[src/rtl/zero_run_detector_pkg.sv]
// Shared definitions for the zero run detector: FSM state encodings.
// 2'd3 is unused; the FSM recovers from it to S_IDLE on the next valid sample.
package zero_run_detector_pkg;

    typedef enum logic [1:0] {
        S_IDLE = 2'd0,
        S_RUN  = 2'd1,
        S_HIT  = 2'd2
    } state_e;

endpackage

[src/rtl/zero_run_detector_zero_cmp.sv]
// Combinational zero detector: parametrised reduction-NOR over the full word.
// Generalises the original 8-bit detector for reuse on any width.
module zero_cmp #(
    parameter int WIDTH = 8
) (
    input  logic [WIDTH-1:0] din,
    output logic             is_zero
);

    assign is_zero = ~|din;

endmodule

[src/rtl/zero_run_detector.sv]
// Registered zero-word detector with saturating consecutive-zero run counter.
// Optional sticky zero_seen flag when ZERO_STICKY_EN is defined.
module zero_run_detector
    import zero_run_detector_pkg::*;
#(
    parameter int WIDTH   = 8,
    parameter int RUN_LEN = 4,
    parameter int CNT_W   = 8
) (
    input  logic             clk,
    input  logic             rst,
    input  logic             din_valid,
    input  logic [WIDTH-1:0] din,
    input  logic             clr,
    output logic             zero_out,
`ifdef ZERO_STICKY_EN
    output logic             zero_seen,
`endif
    output logic [CNT_W-1:0] run_count,
    output logic             run_hit
);

    localparam logic [CNT_W-1:0] RUN_LEN_C = RUN_LEN[CNT_W-1:0];
    localparam logic [CNT_W-1:0] CNT_MAX   = '1;
    localparam logic [CNT_W-1:0] CNT_ONE   = {{(CNT_W-1){1'b0}}, 1'b1};

    logic             is_zero;
    state_e           state_q, state_d;
    logic [CNT_W-1:0] cnt_q, cnt_d;
    logic             zero_out_q, zero_out_d;
    logic             run_hit_q, run_hit_d;
    state_e           st_eff;
    logic [CNT_W-1:0] cnt_eff;
    logic [CNT_W-1:0] cnt_inc;

    zero_cmp #(.WIDTH(WIDTH)) u_cmp (
        .din     (din),
        .is_zero (is_zero)
    );

    // clr acts first, so a simultaneous sample starts a fresh run
    assign st_eff  = clr ? S_IDLE : state_q;
    assign cnt_eff = clr ? '0 : cnt_q;
    assign cnt_inc = cnt_eff + CNT_ONE;

    always_comb begin
        state_d    = state_q;
        cnt_d      = cnt_q;
        zero_out_d = zero_out_q;
        run_hit_d  = run_hit_q;
        if (clr) begin
            state_d    = S_IDLE;
            cnt_d      = '0;
            zero_out_d = 1'b0;
            run_hit_d  = 1'b0;
        end
        if (din_valid) begin
            zero_out_d = is_zero;
            if (!is_zero) begin
                state_d = S_IDLE;
                cnt_d   = '0;
            end else begin
                case (st_eff)
                    S_IDLE: begin
                        cnt_d   = CNT_ONE;
                        state_d = (RUN_LEN == 1) ? S_HIT : S_RUN;
                    end
                    S_RUN: begin
                        cnt_d   = cnt_inc;
                        state_d = (cnt_inc == RUN_LEN_C) ? S_HIT : S_RUN;
                    end
                    S_HIT: begin
                        cnt_d   = (cnt_eff == CNT_MAX) ? cnt_eff : cnt_inc;
                        state_d = S_HIT;
                    end
                    default: begin
                        cnt_d   = '0;
                        state_d = S_IDLE;
                    end
                endcase
            end
            run_hit_d = (state_d == S_HIT);
        end
    end

    always_ff @(posedge clk) begin
        if (rst) begin
            state_q    <= S_IDLE;
            cnt_q      <= '0;
            zero_out_q <= 1'b0;
            run_hit_q  <= 1'b0;
        end else begin
            state_q    <= state_d;
            cnt_q      <= cnt_d;
            zero_out_q <= zero_out_d;
            run_hit_q  <= run_hit_d;
        end
    end

    assign zero_out  = zero_out_q;
    assign run_count = cnt_q;
    assign run_hit   = run_hit_q;

`ifdef ZERO_STICKY_EN
    logic zero_seen_q, zero_seen_d;

    always_comb begin
        zero_seen_d = clr ? 1'b0 : zero_seen_q;
        if (din_valid && is_zero) begin
            zero_seen_d = 1'b1;
        end
    end

    always_ff @(posedge clk) begin
        if (rst) begin
            zero_seen_q <= 1'b0;
        end else begin
            zero_seen_q <= zero_seen_d;
        end
    end

    assign zero_seen = zero_seen_q;
`endif

endmodule

[config.mk]
export PLATFORM = sky130hd
export DESIGN_NAME = zero_run_detector
export DESIGN_NICKNAME = d
export VERILOG_FILES = /design/src/rtl/zero_run_detector_pkg.sv /design/src/rtl/zero_run_detector_zero_cmp.sv /design/src/rtl/zero_run_detector.sv
export SDC_FILE = /design/constraint.sdc
export NUM_CORES = 1
export LEC_CHECK = 0
export CAP_MARGIN = 5
export CORE_UTILIZATION = 43
export CTS_CLUSTER_DIAMETER = 50
export DETAILED_ROUTE_END_ITERATION = 7
export GPL_TIMING_DRIVEN = 0
export PLACE_DENSITY = 0.74
export SYNTH_ARGS = -nofsm -noshare
export SYNTH_HDL_FRONTEND = slang
export SYNTH_SLANG_ARGS = --single-unit
[constraint.sdc]
create_clock -name clk -period 2.4 [get_ports clk]
set_clock_uncertainty 0.15 [all_clocks]
set_input_delay 0.48 -clock clk [delete_from_list [all_inputs] [get_ports clk]]
set_output_delay 0.48 -clock clk [all_outputs]
set_load 0.02 [all_outputs]
==> metrics.cfg, run 1 <==
[outcome]
status = complete, no violations

[logic_synthesis]
synth.most_common_cell = dfxtp_1
yosys.cell_types.count = 44
yosysWarnings = 0
ys_seq_area_share_pct = 27.7
synth_area_leaders = dfxtp_1, o21ai_0, nor2b_1
synth_edf_count = 0
netlist_area_um2 = 867
synthArstFlopShare_pct = 0
ys_seq_elements = 12
synthCells = 107
synth_area_leader_cell = dfxtp_1
synth_fp_nets = 121
synth_area_per_cell_um2 = 8.10
synth_flop_cell = dfxtp_1
netlist.area_leader.share_pct = 27.7
netlist_top_cells_count = dfxtp_1, o21ai_0, clkbuf_1, nor2b_1

[global_routing]
grt_pass1_wl_mm = 4.02
grt_pass1_vias = 861
grt_overflow = 0
grt_max_degree = 11
antenna_found_initial = 0
grtUsageTotal_pct = 26.3

[finish]
final_area_um2 = 1220
drive_above_1_share_pct = 19.8
nets = 146
antenna_cells = 0
area_growth_pct = 40.7

[worst_setup_path]
critPathCaptureType = flip-flop
rr_worst_depth = 6
setup.worst_path.class = in -> reg
start_kind = input pin
cp_cell_sequence = clkdlybuf4s18_2 -> clkbuf_8 -> nand2b_4 -> inv_2 -> ha_4 -> or3_1 -> a211oi_2 -> o2111ai_2 -> a22o_1
critPathMaxStageDelay_ns = 0.40
cp_max_fo = 10
crit_arrival_ns = 2.37
crit_required_ns = 2.43
slowest_stage = or3_1

[route]
dr_wl_met2_mm = 1.22
drcViolationCount = 0
drtIter0Drc = 31
wl_per_cell_um = 15.8
routed_via_density = 6.29
met3WireLength_um = 129
antenna_left = 0
drt-total-wl_mm = 2.47
firstDrtPassIters = 4
top_layer_used = met4
m1WireLength_mm = 1.09
vias = 981

[clock_tree]
tritoncts = done
path_clk_slew_ns = 0.08
cts_buffers = 3
clock_latency_ns = 0.28
numClockSinks = 12
ctsHoldBuffers = 0
cts-root-buf = clkbuf_4
cts_max_level = 1
max-clock-path-buffers = 2

[sta]
fin_crit_sh_pct = 97.7
max_freq_mhz = 426
slew_headroom_pct = 58.1
hold_viol = 0
tightestPinTransition_ns = 0.624
final.setup.tns_ns = 0
drv_slew = 0
period_needed_ns = 2.35
setup_viol = 0

[worst_hold_path]
hold_path_class = reg -> reg
holdPathStages = 2

[placed_design]
dpl-instance-area_um2 = 1090
io_buffers = 19
gp_congestion = 0.845
hpwlAfterDp_mm = 1.68

[power]
power.density_nw_per_um2 = 334
switching_share_pct = 23.5
switching_power_mw = 0.0958
seq_power_share_pct = 48.8
comb_power_share_pct = 9.6
p_leak_nw = 0.401
clkPwrFrac_pct = 41.6
power.internal_mw = 0.312
ir_drop_mv = 0.272

[die]
rows = 15
die_h_um = 46.9
die_x_um = 46.9
core-area_um2 = 1800
start_util_pct = 48.1
ios = 22
die-area_um2 = 2200

[job]
cap_violations = 0

==> layout by cell type, fill, tap and decap left out, types with 2 or more instances in the layout <==
| cell | instances |
|---|---|
| clkbuf_4 | 3 |
| nor3_1 | 4 |
| clkbuf_8 | 2 |
| nand2_1 | 5 |
| a211oi_1 | 2 |
| nand3_1 | 3 |
| inv_1 | 2 |
| a22o_1 | 3 |
| nand4_1 | 3 |
| xor2_1 | 3 |
| or3_4 | 2 |
| nand2b_1 | 2 |
| nor2_1 | 4 |
| or3_1 | 2 |
| buf_4 | 3 |
| nor2b_1 | 5 |
| clkdlybuf4s50_1 | 18 |
| o21ai_0 | 8 |
| nand3b_1 | 3 |
| dfxtp_1 | 12 |
| clkbuf_1 | 3 |
| a211oi_2 | 2 |
| a21oi_1 | 2 |
==> state kept, by name, summed over array words and instances, names as in the netlist <==
name	flops
run_count	8
state_q	2
run_hit	1
zero_out	1
==> layout make-up <==
cell class	count	area (µm²)
repair buffers	22	213
clock buffers	4	36.3
flip-flops and latches	12	240
fillers	173	582
inverters	3	11.3
well taps	25	31.3
plain buffers	6	35.0
multi-input cells	84	653
==> through the flow <==
stage | std cells | power, mW | util, % | setup slack (ns) | hold WS (ns)
detailed placement | 151 | 0.239 | 60.6 | -0.913 | 0.298
CTS | 155 | 0.408 | 64.9 | -0.000744 | 0.310
global route | 156 | 0.422 | 67.7 | -0.0366 | 0.316
floorplan | 107 | 0.219 | - | 0.00762 | 0.383
finish | 156 | 0.408 | 67.7 | 0.0546 | 0.307
global placement | 151 | 0.239 | 60.6 | -0.856 | 0.292
==> power groups by stage <==
stage          combinational (mW)  clock (mW)  sequential (mW)
6_report                   0.0390       0.170            0.199
4_1_cts                    0.0376       0.172            0.199
3_5_place_dp               0.0356           0            0.204
5_1_grt                    0.0418       0.182            0.199
2_1_floorplan              0.0150           0            0.204
3_3_place_gp               0.0350           0            0.204
==> critical path: cells and delay by family <==
kind / cells / cell delay [ns]
buffers and inverters: 3 / 0.50
and+or+nand+nor: 2 / 0.54
AOI/OAI and AO/OA: 3 / 0.67
adders and majority gates: 1 / 0.18
==> metal layers <==
| metal | GRT usage (%) | vias up |
|---|---|---|
| met1 | 35.0 | 469 |
| met2 | 41.7 | 44 |
| met3 | 3.85 | 4 |
| met4 | 12.6 | 0 |
| met5 | 0 | - |
| li1 | - | 464 |
==> what timing repair did <==
action / 4_1_cts / 5_1_grt
pin swaps: 1 / 2
endpoints found under the hold margin: 0 / 0
resized for setup: 10 / 10
buffers inserted: 1 / 2
endpoints found under the setup margin: 11 / 8
==> cell families (layout without fill, tap and decap cells) <==
group / count (synthesis) / after routing / synth area share (%)
multiplexers: 1 / 1 / 1.15
flip-flops: 12 / 12 / 27.7
XOR/XNOR: 4 / 4 / 4.04
buffers and inverters: 11 / 35 / 5.05
AO/OA/AOI/OAI: 33 / 33 / 28.3
adder cells (fa/ha/maj): 2 / 2 / 2.89
AND/OR/NAND/NOR: 44 / 44 / 30.9
==> final timing paths <==
kind	to	slack, ns	from
setup / recovery	state_q[0]	0.05	clr
hold / removal	zero_out	0.31	zero_out
setup reg to reg	run_count[1]	0.12	run_count[0]
hold reg to reg	zero_out	0.31	zero_out
(Power assumes the default switching activity.)
==> inputs of run 2 (changes only) <==
clock period = 2.11 ns   (was 2.4 ns; I/O delays follow)
==> run 2 against run 1 <==
Compared with the run above: critical path depth up 1; worst setup slack worse by 0.021 ns; final cell count up 7.7%; flip-flop and latch count unchanged; count of clock-buffer cells in the layout unchanged; sequential share of layout area down 1.6 points; via count up 6.0%; largest cell class unchanged; non-clock buffer count up 12; sequential power up 13%; global-route usage down 0.34 points; clock power up 15%; cell area up 12%; highest routed layer unchanged.
==> metrics.cfg, run 2 (synthesized netlist as in run 1, its figures left out) <==
[finish]
filler_cell_count = 139
drive_above_1_share_pct = 31.5
multiInputGateArea_um2 = 673
most-common-layout-cells = buf_4, clkdlybuf4s50_1, dfxtp_1
seq_area_um2 = 248
antenna_cells = 0
final_common_cell = buf_4
area_growth_pct = 58.2
finalNonFillerCells = 168
largest_reg_flops = 8
final_area_um2 = 1370
nets = 158

[clock_tree]
cts_max_level = 1
cts_buffers = 3
clock_latency_ns = 0.28
numClockSinks = 12
max-clock-path-buffers = 2
cts-root-buf = clkbuf_4
tritoncts = done
path_clk_slew_ns = 0.09

[route]
drtIter0Drc = 24
drt-total-wl_mm = 2.83
firstDrtPassIters = 5
antenna_left = 0
vias = 1040
wl_per_cell_um = 16.9
routed_via_density = 6.19
drcViolationCount = 0

[power]
power.density_nw_per_um2 = 344
ir_drop_mv = 0.259
p_leak_nw = 0.503
finalPower_mw = 0.472

[worst_setup_path]
critical-path-top-delay-family = simple AND/OR/NAND/NOR gates
reg2reg_from = run_count[2]
path_buf_inv = 4
setup.worst_path.class = in -> reg
start_kind = input pin
cp_max_fo = 5
crit_required_ns = 2.18
cp_cell_sequence = buf_12 -> clkbuf_16 -> nand2b_4 -> inv_4 -> ha_4 -> buf_8 -> nand4b_1 -> or3_4 -> o21ai_1 -> a31o_2
crit_arrival_ns = 2.15
slowest_stage = or3_4
critPathMaxStageDelay_ns = 0.47
critPathCaptureType = flip-flop
cp-startpoint = clr

[die]
rows = 15
ios = 22
die-area_um2 = 2200
start_util_pct = 48.1
die_x_um = 46.9
die_h_um = 46.9
core-area_um2 = 1800

[global_routing]
grt_max_degree = 11
grtUsageTotal_pct = 25.9
grt_pass1_vias = 874
grt_pass1_wl_mm = 4.06
antenna_found_initial = 0
grt_overflow = 0

[sta]
drv_slew = 0
hold_viol = 0
slew_headroom_pct = 62.2
period_needed_ns = 2.08
max_freq_mhz = 482
tightestPinTransition_ns = 0.562
final.setup.tns_ns = 0
setup_viol = 0
fin_crit_sh_pct = 98.4
rsz0062_at_grt = true

[job]
cap_violations = 0

[placed_design]
gp_congestion = 0.872
hpwlAfterDp_mm = 1.72
dpl-instance-area_um2 = 1150
dp.cells = 151
io_buffers = 19

[outcome]
status = complete, no violations

[worst_hold_path]
hold_path_class = in -> reg
holdCritStartpoint = rst

## run 2: stage by stage
step           util [%]  hold WS (ns)  setup WS (ns)
2_1_floorplan         -         0.383        0.00178
3_3_place_gp       63.8         0.295         -0.814
3_5_place_dp       63.8         0.305         -0.828
4_1_cts            69.1         0.261        -0.0199
5_1_grt            76.1         0.287        -0.0654
6_report           76.1         0.284         0.0340
## run 2: final cells by class
type                    instances  area share (%)
multi-input cells              84            49.1
plain buffers                   6            4.11
well taps                      25            2.28
repair buffers                 34            22.8
clock buffers                   4            2.65
flip-flops and latches         12            18.1
inverters                       3            1.00
## run 2: power breakdown
part           switching, mW  leakage, nW  internal, mW  total [mW]
registers          0.0000570       0.0982         0.224       0.224
logic                 0.0245        0.384        0.0286      0.0530
clock network         0.0903       0.0210         0.105       0.195
total                  0.115        0.503         0.357       0.472
## run 2: routing by layer
layer / vias to the layer above / routed length, µm / track usage [%]
li1: 490 / - / -
met1: 507 / 1290 / 36.0
met2: 37 / 1360 / 40.0
met3: 6 / 137 / 3.85
met4: 0 / 42 / 10.9
met5: - / 0 / 0
## run 2: worst paths after layout
| check | to | slack (ns) | depth (start not counted) |
|---|---|---|---|
| worst max-delay path | run_count[1] | 0.03 | 10 |
| worst min register to register | zero_out | 0.32 | 2 |
| worst max register to register | run_count[1] | 0.04 | 5 |
| worst min-delay path | zero_out | 0.28 | 2 |
## run 2: timing repair
item / in CTS / in global routing
gates resized for setup: 18 / 16
buffers inserted: 5 / 10
pin swaps: 9 / 13
endpoints found under the setup margin: 11 / 10
hold buffers: 0 / 0
